**config.mk**
```make
export PLATFORM = sky130hd
export DESIGN_NAME = time_set_ctrl_flat
export DESIGN_NICKNAME = d
export VERILOG_FILES = /design/src/rtl/time_set_if.sv /design/src/rtl/time_set_ctrl.sv /design/src/flat_wrapper.sv
export SDC_FILE = /design/constraint.sdc
export NUM_CORES = 1
export LEC_CHECK = 0
export ABC_CLOCK_PERIOD_IN_PS = 4900
export BUFFER_PORTS_ARGS = -buffer_cell sky130_fd_sc_hd__buf_2
export CORE_MARGIN = 10
export CORE_UTILIZATION = 60
export CTS_BUF_LIST = sky130_fd_sc_hd__clkbuf_2 sky130_fd_sc_hd__clkbuf_4 sky130_fd_sc_hd__clkbuf_8
export CTS_CLUSTER_DIAMETER = 120
export CTS_CLUSTER_SIZE = 20
export DETAILED_ROUTE_END_ITERATION = 16
export GPL_ROUTABILITY_DRIVEN = 0
export GPL_TIMING_DRIVEN = 0
export PLACE_DENSITY = 0.89
export SLEW_MARGIN = 20
export SYNTH_ARGS = -nofsm -noshare
export SYNTH_HDL_FRONTEND = slang
export SYNTH_SLANG_ARGS = --single-unit
export TNS_END_PERCENT = 5
```
**constraint.sdc**
```tcl
create_clock -name clk -period 4.9 [get_ports clk]
set_clock_uncertainty 0.05 [all_clocks]
set_input_delay 0.49 -clock clk [delete_from_list [all_inputs] [get_ports clk]]
set_output_delay 0.49 -clock clk [all_outputs]
set_load 0.02 [all_outputs]
```
**src/rtl/time_set_if.sv**
```systemverilog
// Button, live-time and load bundle between the set sequencer
// and its neighbours (push-button sync, calendar counter, display).
interface time_set_if;
   logic        btn_mode;
   logic        btn_inc;
   logic [5:0]  cur_sec;
   logic [5:0]  cur_min;
   logic [4:0]  cur_hour;
   logic [4:0]  cur_day;
   logic [3:0]  cur_month;
   logic [13:0] cur_year;
   logic        set_active;
   logic [2:0]  field_sel;
   logic        blink;
   logic        load;
   logic [5:0]  ld_sec;
   logic [5:0]  ld_min;
   logic [4:0]  ld_hour;
   logic [4:0]  ld_day;
   logic [3:0]  ld_month;
   logic [13:0] ld_year;

   modport master (
      output btn_mode, btn_inc,
      output cur_sec, cur_min, cur_hour,
      output cur_day, cur_month, cur_year,
      input  set_active, field_sel, blink, load,
      input  ld_sec, ld_min, ld_hour,
      input  ld_day, ld_month, ld_year
   );

   modport slave (
      input  btn_mode, btn_inc,
      input  cur_sec, cur_min, cur_hour,
      input  cur_day, cur_month, cur_year,
      output set_active, field_sel, blink, load,
      output ld_sec, ld_min, ld_hour,
      output ld_day, ld_month, ld_year
   );
endinterface

```
**src/rtl/time_set_ctrl.sv**
```systemverilog
// Time/date set sequencer: walks the user through year..minute shadows
// and issues a single-cycle parallel load into the calendar counter.
module time_set_ctrl #(
   parameter int TIMEOUT   = 60,
   parameter int BLINK_DIV = 2
) (
   input  logic      clk,
   input  logic      rst_n,
   time_set_if.slave bus
);

   localparam int IW = $clog2(TIMEOUT + 1);
   localparam int BW = $clog2(BLINK_DIV + 1);
   localparam logic [IW-1:0] IDLE_MAX  = IW'(TIMEOUT - 1);
   localparam logic [BW-1:0] BLINK_MAX = BW'(BLINK_DIV - 1);

   typedef enum logic [2:0] {
      RUN, SET_YEAR, SET_MONTH, SET_DAY,
      SET_HOUR, SET_MIN, COMMIT
   } state_t;

   state_t        state;
   logic          mode_q;
   logic          inc_q;
   logic          mode_rise;
   logic          inc_rise;
   logic [IW-1:0] idle;
   logic [BW-1:0] bcnt;
   logic [13:0]   sh_year;
   logic [3:0]    sh_month;
   logic [4:0]    sh_day;
   logic [4:0]    sh_hour;
   logic [5:0]    sh_min;
   logic [4:0]    dim;

   assign mode_rise = bus.btn_mode & ~mode_q;
   assign inc_rise  = bus.btn_inc & ~inc_q;

   assign bus.ld_sec   = '0;
   assign bus.ld_min   = sh_min;
   assign bus.ld_hour  = sh_hour;
   assign bus.ld_day   = sh_day;
   assign bus.ld_month = sh_month;
   assign bus.ld_year  = sh_year;

   // Leap rule is year mod 4 only; no century exceptions.
   always_comb begin
      dim = 5'd31;
      case (sh_month)
         4'd4, 4'd6, 4'd9, 4'd11: dim = 5'd30;
         4'd2: dim = (sh_year[1:0] == 2'b00) ? 5'd29 : 5'd28;
         default: dim = 5'd31;
      endcase
   end

   always_ff @(posedge clk or negedge rst_n) begin
      if (!rst_n) begin
         state          <= RUN;
         mode_q         <= 1'b0;
         inc_q          <= 1'b0;
         idle           <= '0;
         bcnt           <= '0;
         sh_year        <= '0;
         sh_month       <= '0;
         sh_day         <= '0;
         sh_hour        <= '0;
         sh_min         <= '0;
         bus.set_active <= 1'b0;
         bus.field_sel  <= '0;
         bus.blink      <= 1'b0;
         bus.load       <= 1'b0;
      end else begin
         mode_q   <= bus.btn_mode;
         inc_q    <= bus.btn_inc;
         bus.load <= 1'b0;
         case (state)
            RUN: begin
               if (mode_rise) begin
                  sh_year        <= bus.cur_year;
                  sh_month       <= bus.cur_month;
                  sh_day         <= bus.cur_day;
                  sh_hour        <= bus.cur_hour;
                  sh_min         <= bus.cur_min;
                  state          <= SET_YEAR;
                  bus.set_active <= 1'b1;
                  bus.field_sel  <= 3'd1;
                  bus.blink      <= 1'b0;
                  idle           <= '0;
                  bcnt           <= '0;
               end
            end
            COMMIT: begin
               state          <= RUN;
               bus.set_active <= 1'b0;
               bus.field_sel  <= '0;
               bus.blink      <= 1'b0;
            end
            default: begin
               if (mode_rise) begin
                  idle      <= '0;
                  bcnt      <= '0;
                  bus.blink <= 1'b0;
                  if (state == SET_MONTH && sh_day > dim)
                     sh_day <= dim;
                  if (state == SET_MIN) begin
                     state          <= COMMIT;
                     bus.load       <= 1'b1;
                     bus.set_active <= 1'b0;
                     bus.field_sel  <= '0;
                  end else begin
                     state         <= state_t'(state + 3'd1);
                     bus.field_sel <= bus.field_sel + 3'd1;
                  end
               end else if (!inc_rise && idle == IDLE_MAX) begin
                  state          <= RUN;
                  bus.set_active <= 1'b0;
                  bus.field_sel  <= '0;
                  bus.blink      <= 1'b0;
                  idle           <= '0;
                  bcnt           <= '0;
                  sh_year        <= '0;
                  sh_month       <= '0;
                  sh_day         <= '0;
                  sh_hour        <= '0;
                  sh_min         <= '0;
               end else begin
                  idle <= inc_rise ? '0 : idle + 1'b1;
                  if (bcnt == BLINK_MAX) begin
                     bcnt      <= '0;
                     bus.blink <= ~bus.blink;
                  end else begin
                     bcnt <= bcnt + 1'b1;
                  end
                  if (inc_rise) begin
                     case (state)
                        SET_YEAR:
                           sh_year <= (sh_year >= 14'd9999) ?
                                      '0 : sh_year + 14'd1;
                        SET_MONTH:
                           sh_month <= (sh_month >= 4'd12) ?
                                       4'd1 : sh_month + 4'd1;
                        SET_DAY:
                           sh_day <= (sh_day >= dim) ?
                                     5'd1 : sh_day + 5'd1;
                        SET_HOUR:
                           sh_hour <= (sh_hour >= 5'd23) ?
                                      '0 : sh_hour + 5'd1;
                        SET_MIN:
                           sh_min <= (sh_min >= 6'd59) ?
                                     '0 : sh_min + 6'd1;
                        default: ;
                     endcase
                  end
               end
            end
         endcase
      end
   end

endmodule

```
**src/flat_wrapper.sv**
```systemverilog
// flat-port wrapper written by rule: the top's interface ports become plain ports
module time_set_ctrl_flat 
#(
   parameter int TIMEOUT   = 60,
   parameter int BLINK_DIV = 2
)
  (clk, rst_n, bus_btn_mode, bus_btn_inc, bus_cur_sec, bus_cur_min, bus_cur_hour, bus_cur_day, bus_cur_month, bus_cur_year, bus_set_active, bus_field_sel, bus_blink, bus_load, bus_ld_sec, bus_ld_min, bus_ld_hour, bus_ld_day, bus_ld_month, bus_ld_year);
  time_set_if bus_i ();
  input  logic clk;
  input  logic rst_n;
  input wire logic [$bits(bus_i.btn_mode)-1:0] bus_btn_mode;
  input wire logic [$bits(bus_i.btn_inc)-1:0] bus_btn_inc;
  input wire logic [$bits(bus_i.cur_sec)-1:0] bus_cur_sec;
  input wire logic [$bits(bus_i.cur_min)-1:0] bus_cur_min;
  input wire logic [$bits(bus_i.cur_hour)-1:0] bus_cur_hour;
  input wire logic [$bits(bus_i.cur_day)-1:0] bus_cur_day;
  input wire logic [$bits(bus_i.cur_month)-1:0] bus_cur_month;
  input wire logic [$bits(bus_i.cur_year)-1:0] bus_cur_year;
  output wire logic [$bits(bus_i.set_active)-1:0] bus_set_active;
  output wire logic [$bits(bus_i.field_sel)-1:0] bus_field_sel;
  output wire logic [$bits(bus_i.blink)-1:0] bus_blink;
  output wire logic [$bits(bus_i.load)-1:0] bus_load;
  output wire logic [$bits(bus_i.ld_sec)-1:0] bus_ld_sec;
  output wire logic [$bits(bus_i.ld_min)-1:0] bus_ld_min;
  output wire logic [$bits(bus_i.ld_hour)-1:0] bus_ld_hour;
  output wire logic [$bits(bus_i.ld_day)-1:0] bus_ld_day;
  output wire logic [$bits(bus_i.ld_month)-1:0] bus_ld_month;
  output wire logic [$bits(bus_i.ld_year)-1:0] bus_ld_year;
  assign bus_i.btn_mode = bus_btn_mode;
  assign bus_i.btn_inc = bus_btn_inc;
  assign bus_i.cur_sec = bus_cur_sec;
  assign bus_i.cur_min = bus_cur_min;
  assign bus_i.cur_hour = bus_cur_hour;
  assign bus_i.cur_day = bus_cur_day;
  assign bus_i.cur_month = bus_cur_month;
  assign bus_i.cur_year = bus_cur_year;
  assign bus_set_active = bus_i.set_active;
  assign bus_field_sel = bus_i.field_sel;
  assign bus_blink = bus_i.blink;
  assign bus_load = bus_i.load;
  assign bus_ld_sec = bus_i.ld_sec;
  assign bus_ld_min = bus_i.ld_min;
  assign bus_ld_hour = bus_i.ld_hour;
  assign bus_ld_day = bus_i.ld_day;
  assign bus_ld_month = bus_i.ld_month;
  assign bus_ld_year = bus_i.ld_year;
  time_set_ctrl #(.TIMEOUT(TIMEOUT), .BLINK_DIV(BLINK_DIV)) u_core (.clk(clk), .rst_n(rst_n), .bus(bus_i));
endmodule
```
=== Word level (Yosys, flattened, before mapping) ===
Index checks and enable logic that the tools add are counted.
Widths: inputs -> output; s select.

* Bits in registers: 53
* Bits of input ports: 44
* Output and inout bits: 46
* Logic and storage cells: 146

* Add/subtract/negate cells: 9
* Magnitude comparators: 6
* Equal/unequal tests: 17
* Muxes and demuxes: 69
* Bitwise logic cells: 6
* Reduce and logical (&&, ||, !) cells: 25

{| class="wikitable"
|+ Operators by type and width
! operator !! count
|-
| $mux 14 || 6
|-
| $mux 5 || 13
|-
| $mux 6 || 10
|-
| $pmux 5 s2 || 3
|-
| $pmux 14 s2 || 1
|-
| $reduce_and 5->1 || 5
|-
| $mux 4 || 6
|-
| $pmux 6 s2 || 2
|-
| $reduce_bool 3->1 || 8
|-
| $mux 3 || 6
|-
| $add 14x1->14 const B || 1
|-
| $ge 14x14->1 const B || 1
|-
| $add 6x1->6 const B || 2
|-
| $mux 1 || 12
|-
| $pmux 3 s2 || 2
|-
| $add 5x1->5 const B || 2
|-
| $eq 3x3->1 const B || 3
|-
| $eq 4x3->1 const B || 2
|-
| $eq 4x4->1 const B || 2
|-
| $mux 2 || 4
|-
| $pmux 4 s2 || 1
|-
| $add 3x1->3 const B || 2
|-
| $eq 3x2->1 const B || 2
|-
| $eq 6x6->1 const B || 1
|-
| other kinds (27) || 35
|}

=== Longest topological paths before layout ===
* Depth after elaboration: 10
* Mapped depth: 13
* Gate-level depth less buffers: 11

=== Least setup slack after synthesis ===
OpenSTA, ideal clock, no wires.

* Path type: flip-flop to flip-flop
* Start point: register u_core.state[0]
* End point: register u_core.sh_min[4] (netlist: u_core.bus.ld_min[4])
* Setup time: 0.082 ns
* Arrival: 2.407 ns
* Required time: 4.768 ns
* Setup slack: 2.361 ns
* Cell stages (with the launch flop): 14
* Path buffers: 4
* Clock period less this slack: 2.539 ns
* Path through: dfrtp_1 > inv_1 > ha_1 > nand2b_1 > inv_1 > buf_2 > clkbuf_1 > ha_1 > nand2b_1 > clkbuf_1 > a211o_1 > buf_2 > a21oi_1 > o22ai_1

* Cells in the longest elaborated chain, start to end: 3
* Elaborated cells between the ends (all ways): 10
* Those cells by class: eq/ne: 4; mux: 1; bitwise: 1; reduce/logical: 4

{| class="wikitable"
|+ RTL lines
! what !! line !! text
|-
| from (decl) || time_set_ctrl.sv:22 || <nowiki>state_t state;</nowiki>
|-
| from (signal assigned) || time_set_ctrl.sv:111 || <nowiki>state <= state_t'(state + 3'd1);</nowiki>
|-
| $eq 3x3->1 (tied with other cells) || time_set_ctrl.sv:135 || <nowiki>case (state)</nowiki>
|-
| $reduce_bool 3->1 (no source line) (tied with other cells) || n/a ||
|-
| $reduce_and 5->1 (no source line) || n/a ||
|-
| to (signal assigned) || time_set_ctrl.sv:83 || <nowiki>sh_min <= bus.cur_min;</nowiki>
|-
| to (signal assigned) || time_set_ctrl.sv:149 || <nowiki>sh_min <= (sh_min >= 6'd59) ?</nowiki>
|-
| to (decl) || time_set_ctrl.sv:33 || <nowiki>logic [5:0] sh_min;</nowiki>
|}

Parallel ways exist; a longest one is shown, timed or not.
A chain may end at the register's enable or synchronous reset.

=== Worst setup path after layout ===
* Start point: register u_core.state[1]
* End point: register u_core.sh_min[4] (netlist: u_core.bus.ld_min[4])

Same word-level chain as after synthesis.

==> implementation parameters <==
Parameter                              Value

Critical path
  Required time reported for the critical path endpoint    5.10 ns
  CP Launch Type    flop
  Arrival time of data at the critical path endpoint    3.58 ns
  Critical path endpoint category    flop
  Max Fanout on Critical Path    10
  WS Path Type    reg -> reg

Timing
  Minimum hold slack    0.142 ns
  Fin crit period    3.38 ns
  RSZ-0062 raised after global routing    no
  Final hold viol count    0
  Top achievable clock speed    296 MHz
  Number of setup violations in the final report    0
  Fin crit share    69.0%
  Worst rel slew slack    54.8%
  TNS Setup    0 ns
  Pins Over Slew Limit    0
  Slew at the pin closest to its max-slew limit    0.678 ns

Die
  Core outline area    0.00561 mm²
  # rows    27
  Die Y    96.6 µm
  Starting Density    62.7%
  Area enclosed by the die boundary    0.00932 mm²
  Number of ports placed on the die boundary    90
  Width of the chip    96.6 µm

Cells and area
  Final antenna diode count    0
  Share of cells above drive strength 1    23.2%
  Commonest non-fill, non-tap cell in the layout    sky130_fd_sc_hd__buf_2
  Growth of design area from synthesis to finish    17.0%
  Final core occ    73.4%
  Final Net Count    559
  Number of non-filler instances in the completed layout    568
  Leading cell types in the layout, fill and taps excluded    83 x sky130_fd_sc_hd__buf_2, 53 x sky130_fd_sc_hd__dfrtp_1, 39 x sky130_fd_sc_hd__nand2_1, 35 x sky130_fd_sc_hd__o21ai_0, 31 x sky130_fd_sc_hd__a21oi_1
  Fillers    437

Clock tree
  Count of hold-fix buffers inserted at cts    0
  Clock Tree Root    sky130_fd_sc_hd__clkbuf_8
  Total number of clock tree sinks    53
  TritonCTS clock tree    done
  Worst skew pair latency    0.32 ns
  Clock input transition at the sequential cells of the worst setup and hold paths    0.10 ns
  Depth of the CTS H-tree    2
  Postcts setup bufs    0
  CTS max path bufs    2
  Num CTS Buffers    5
  Gates resized, CTS repair    0

Synth
  Biggest area contributors in the synthesized netlist    sky130_fd_sc_hd__dfrtp_1 38%, sky130_fd_sc_hd__ha_1 7.1%, sky130_fd_sc_hd__o21ai_0 5.0%, sky130_fd_sc_hd__a21oi_1 4.4%, sky130_fd_sc_hd__nand2_1 4.2%
  Total number of yosys warnings    0
  Netlist area before placement    0.00352 mm²
  Count of flip-flops with a built-in enable after synthesis    0
  Part of the Yosys area used for sequential elements    37.7%
  Register bit count reported by yosys    53
  Portion of synthesized cell area occupied by the leading cell type    37.7%
  Mean instance size in the synthesized netlist    8.66 µm²
  Predominant post-synthesis flop cell    sky130_fd_sc_hd__dfrtp_1
  Number of distinct library cells after synthesis    56
  Ys async rst share    100%
  Cell count after synthesis    406
  Library cell occupying the most area in the post-synthesis netlist    sky130_fd_sc_hd__dfrtp_1

Global routing
  Number of antenna violations at the first check in global routing    0
  GRT Overall Usage    21.5%
  Wire length of the first global-routing pass    16300 µm
  Pin count of the biggest net entering global routing    54
  Via count of the first global-routing pass    3545
  GRT Residual Overflow    0

Detailed routing
  Total vias in the final route    3542
  Post-route ant nets    0
  Mean number of vias per cell    6.24
  DRC errors left    0
  Avg WL per Cell    17.8 µm
  Wirelength, routed    10100 µm
  Detailed-routing iteration count for the pre-antenna-repair pass    5
  Starting DRT DRC Count    253

Place
  Number of instances in the placed design    560
  Placed wire-length estimate after detailed placement    7490 µm
  Number of port buffers    77

Worst hold path
  Min-Delay Path Class    in -> async

Power
  Worst IR drop on VDD    0.353 mV
  Power density cells    647 mW/mm²
  Static leakage    1.92 nW

Run
  Max Cap Violations    0

Outcome
  Result of the run    finished clean
[routing by layer]
metal	wire, µm	up-vias	global-route usage (%)
met5	0	-	0
met4	161	0	7.63
met3	1000	21	5.94
met2	4970	178	35.6
met1	3970	1685	26.4
li1	-	1658	-
[worst paths after layout]
kind	from	end	slack, ns	cells after the start
max	u_core.state[1]	u_core.bus.ld_min[4]	1.52	13
min	rst_n	u_core.bus.field_sel[2]	0.14	1
max reg2reg	u_core.state[1]	u_core.bus.ld_min[4]	1.52	13
min reg2reg	u_core.bcnt[1]	u_core.bcnt[1]	0.45	1
max in group asynchronous	rst_n	u_core.bcnt[1]	4.19	1
min in group clk	bus_btn_mode	u_core.mode_q	0.25	1
[layout make-up]
type	instances	area, µm²	share of cell area, %
sequential	53	1330	32.2
tap	72	90.1	2.19
multi-input combinational	307	1970	47.9
buffer	21	125	3.04
timing repair buffer	77	388	9.43
clock buffer	7	96.3	2.34
inverter	30	113	2.74
clock inverter	1	5.00	0.122
[through the flow]
step                setup WS, ns  instance area (µm²)  total power, W
finish                      1.52                 4120         0.00266
global route                1.23                 4120         0.00287
CTS                         1.62                 4120         0.00264
detailed placement          1.66                 4010         0.00236
global placement            1.70                 4010         0.00228
floorplan                   2.36                 3540         0.00187
[Yosys cell counts (2+ instances only)]
master                      instances
sky130_fd_sc_hd__nand3_1           17
sky130_fd_sc_hd__a22oi_1           13
sky130_fd_sc_hd__o21ai_0           35
sky130_fd_sc_hd__buf_2              7
sky130_fd_sc_hd__o2111ai_1          2
sky130_fd_sc_hd__or3_1              2
sky130_fd_sc_hd__buf_4              8
sky130_fd_sc_hd__clkbuf_1           5
sky130_fd_sc_hd__nor3_1            13
sky130_fd_sc_hd__a21oi_2            2
sky130_fd_sc_hd__o2bb2ai_1          5
sky130_fd_sc_hd__a32oi_1            5
sky130_fd_sc_hd__ha_1              20
sky130_fd_sc_hd__xor2_1             2
sky130_fd_sc_hd__nand4b_1           2
sky130_fd_sc_hd__a21o_1             5
sky130_fd_sc_hd__dfrtp_1           53
sky130_fd_sc_hd__a31oi_1            5
sky130_fd_sc_hd__nor4_1             2
sky130_fd_sc_hd__o21a_1             3
sky130_fd_sc_hd__o311ai_0           2
sky130_fd_sc_hd__a221oi_1           3
sky130_fd_sc_hd__a21oi_1           31
sky130_fd_sc_hd__nand2b_1           9
sky130_fd_sc_hd__o22ai_1            8
sky130_fd_sc_hd__and2_1             4
sky130_fd_sc_hd__o21bai_1           2
sky130_fd_sc_hd__o31ai_1            3
sky130_fd_sc_hd__o41ai_1            3
sky130_fd_sc_hd__mux2_2             2
sky130_fd_sc_hd__nor2_1            25
sky130_fd_sc_hd__a211oi_1           2
sky130_fd_sc_hd__a22o_1             3
sky130_fd_sc_hd__nand2_1           39
sky130_fd_sc_hd__and3_1             4
sky130_fd_sc_hd__nand4_1            6
sky130_fd_sc_hd__inv_1             30
sky130_fd_sc_hd__nor2b_1            5
sky130_fd_sc_hd__a211o_1            2
[flip-flops by register name, indices dropped and copies added, names as in the netlist, 2 cells and up]
name,flops
u_core.bus.ld_year,14
u_core.idle,6
u_core.bus.ld_month,4
u_core.bus.ld_day,5
u_core.bus.ld_hour,5
u_core.bcnt,2
u_core.bus.field_sel,3
u_core.state,3
u_core.bus.ld_min,6
[worst max-delay path: stages, from the launching register on]
cell,delay (ns)
sky130_fd_sc_hd__dfrtp_1,0.45
sky130_fd_sc_hd__inv_1,0.12
sky130_fd_sc_hd__ha_1,0.18
sky130_fd_sc_hd__nand2b_1,0.08
sky130_fd_sc_hd__inv_1,0.07
sky130_fd_sc_hd__buf_2,0.25
sky130_fd_sc_hd__clkbuf_1,0.51
sky130_fd_sc_hd__ha_1,0.34
sky130_fd_sc_hd__nand2b_1,0.12
sky130_fd_sc_hd__clkbuf_1,0.43
sky130_fd_sc_hd__a211o_1,0.24
sky130_fd_sc_hd__buf_2,0.23
sky130_fd_sc_hd__a21oi_1,0.07
sky130_fd_sc_hd__o22ai_1,0.15
[kinds of logic (layout without fill, tap and decap cells)]
group / after synthesis / after routing / synth area share, %
AOI/OAI and AO/OA: 143 / 143 / 27.9
xor gates and xnor gates: 2 / 2 / 0.498
adders and majority gates: 20 / 20 / 7.11
buffers and inverters: 51 / 136 / 6.76
DFF: 53 / 53 / 37.7
muxes: 2 / 2 / 0.640
other: 1 / 6 / 0.107
and+or+nand+nor: 134 / 134 / 19.2
[where the power goes]
part	internal [W]	switching, W	leakage (nW)
Combinational	0.000564	0.000978	1.21
Sequential	0.000606	0.000235	0.661
Clock	0.000128	0.000153	0.0542
Total	0.00130	0.00137	1.92
Note: power is estimated with default switching activity, not from simulation.
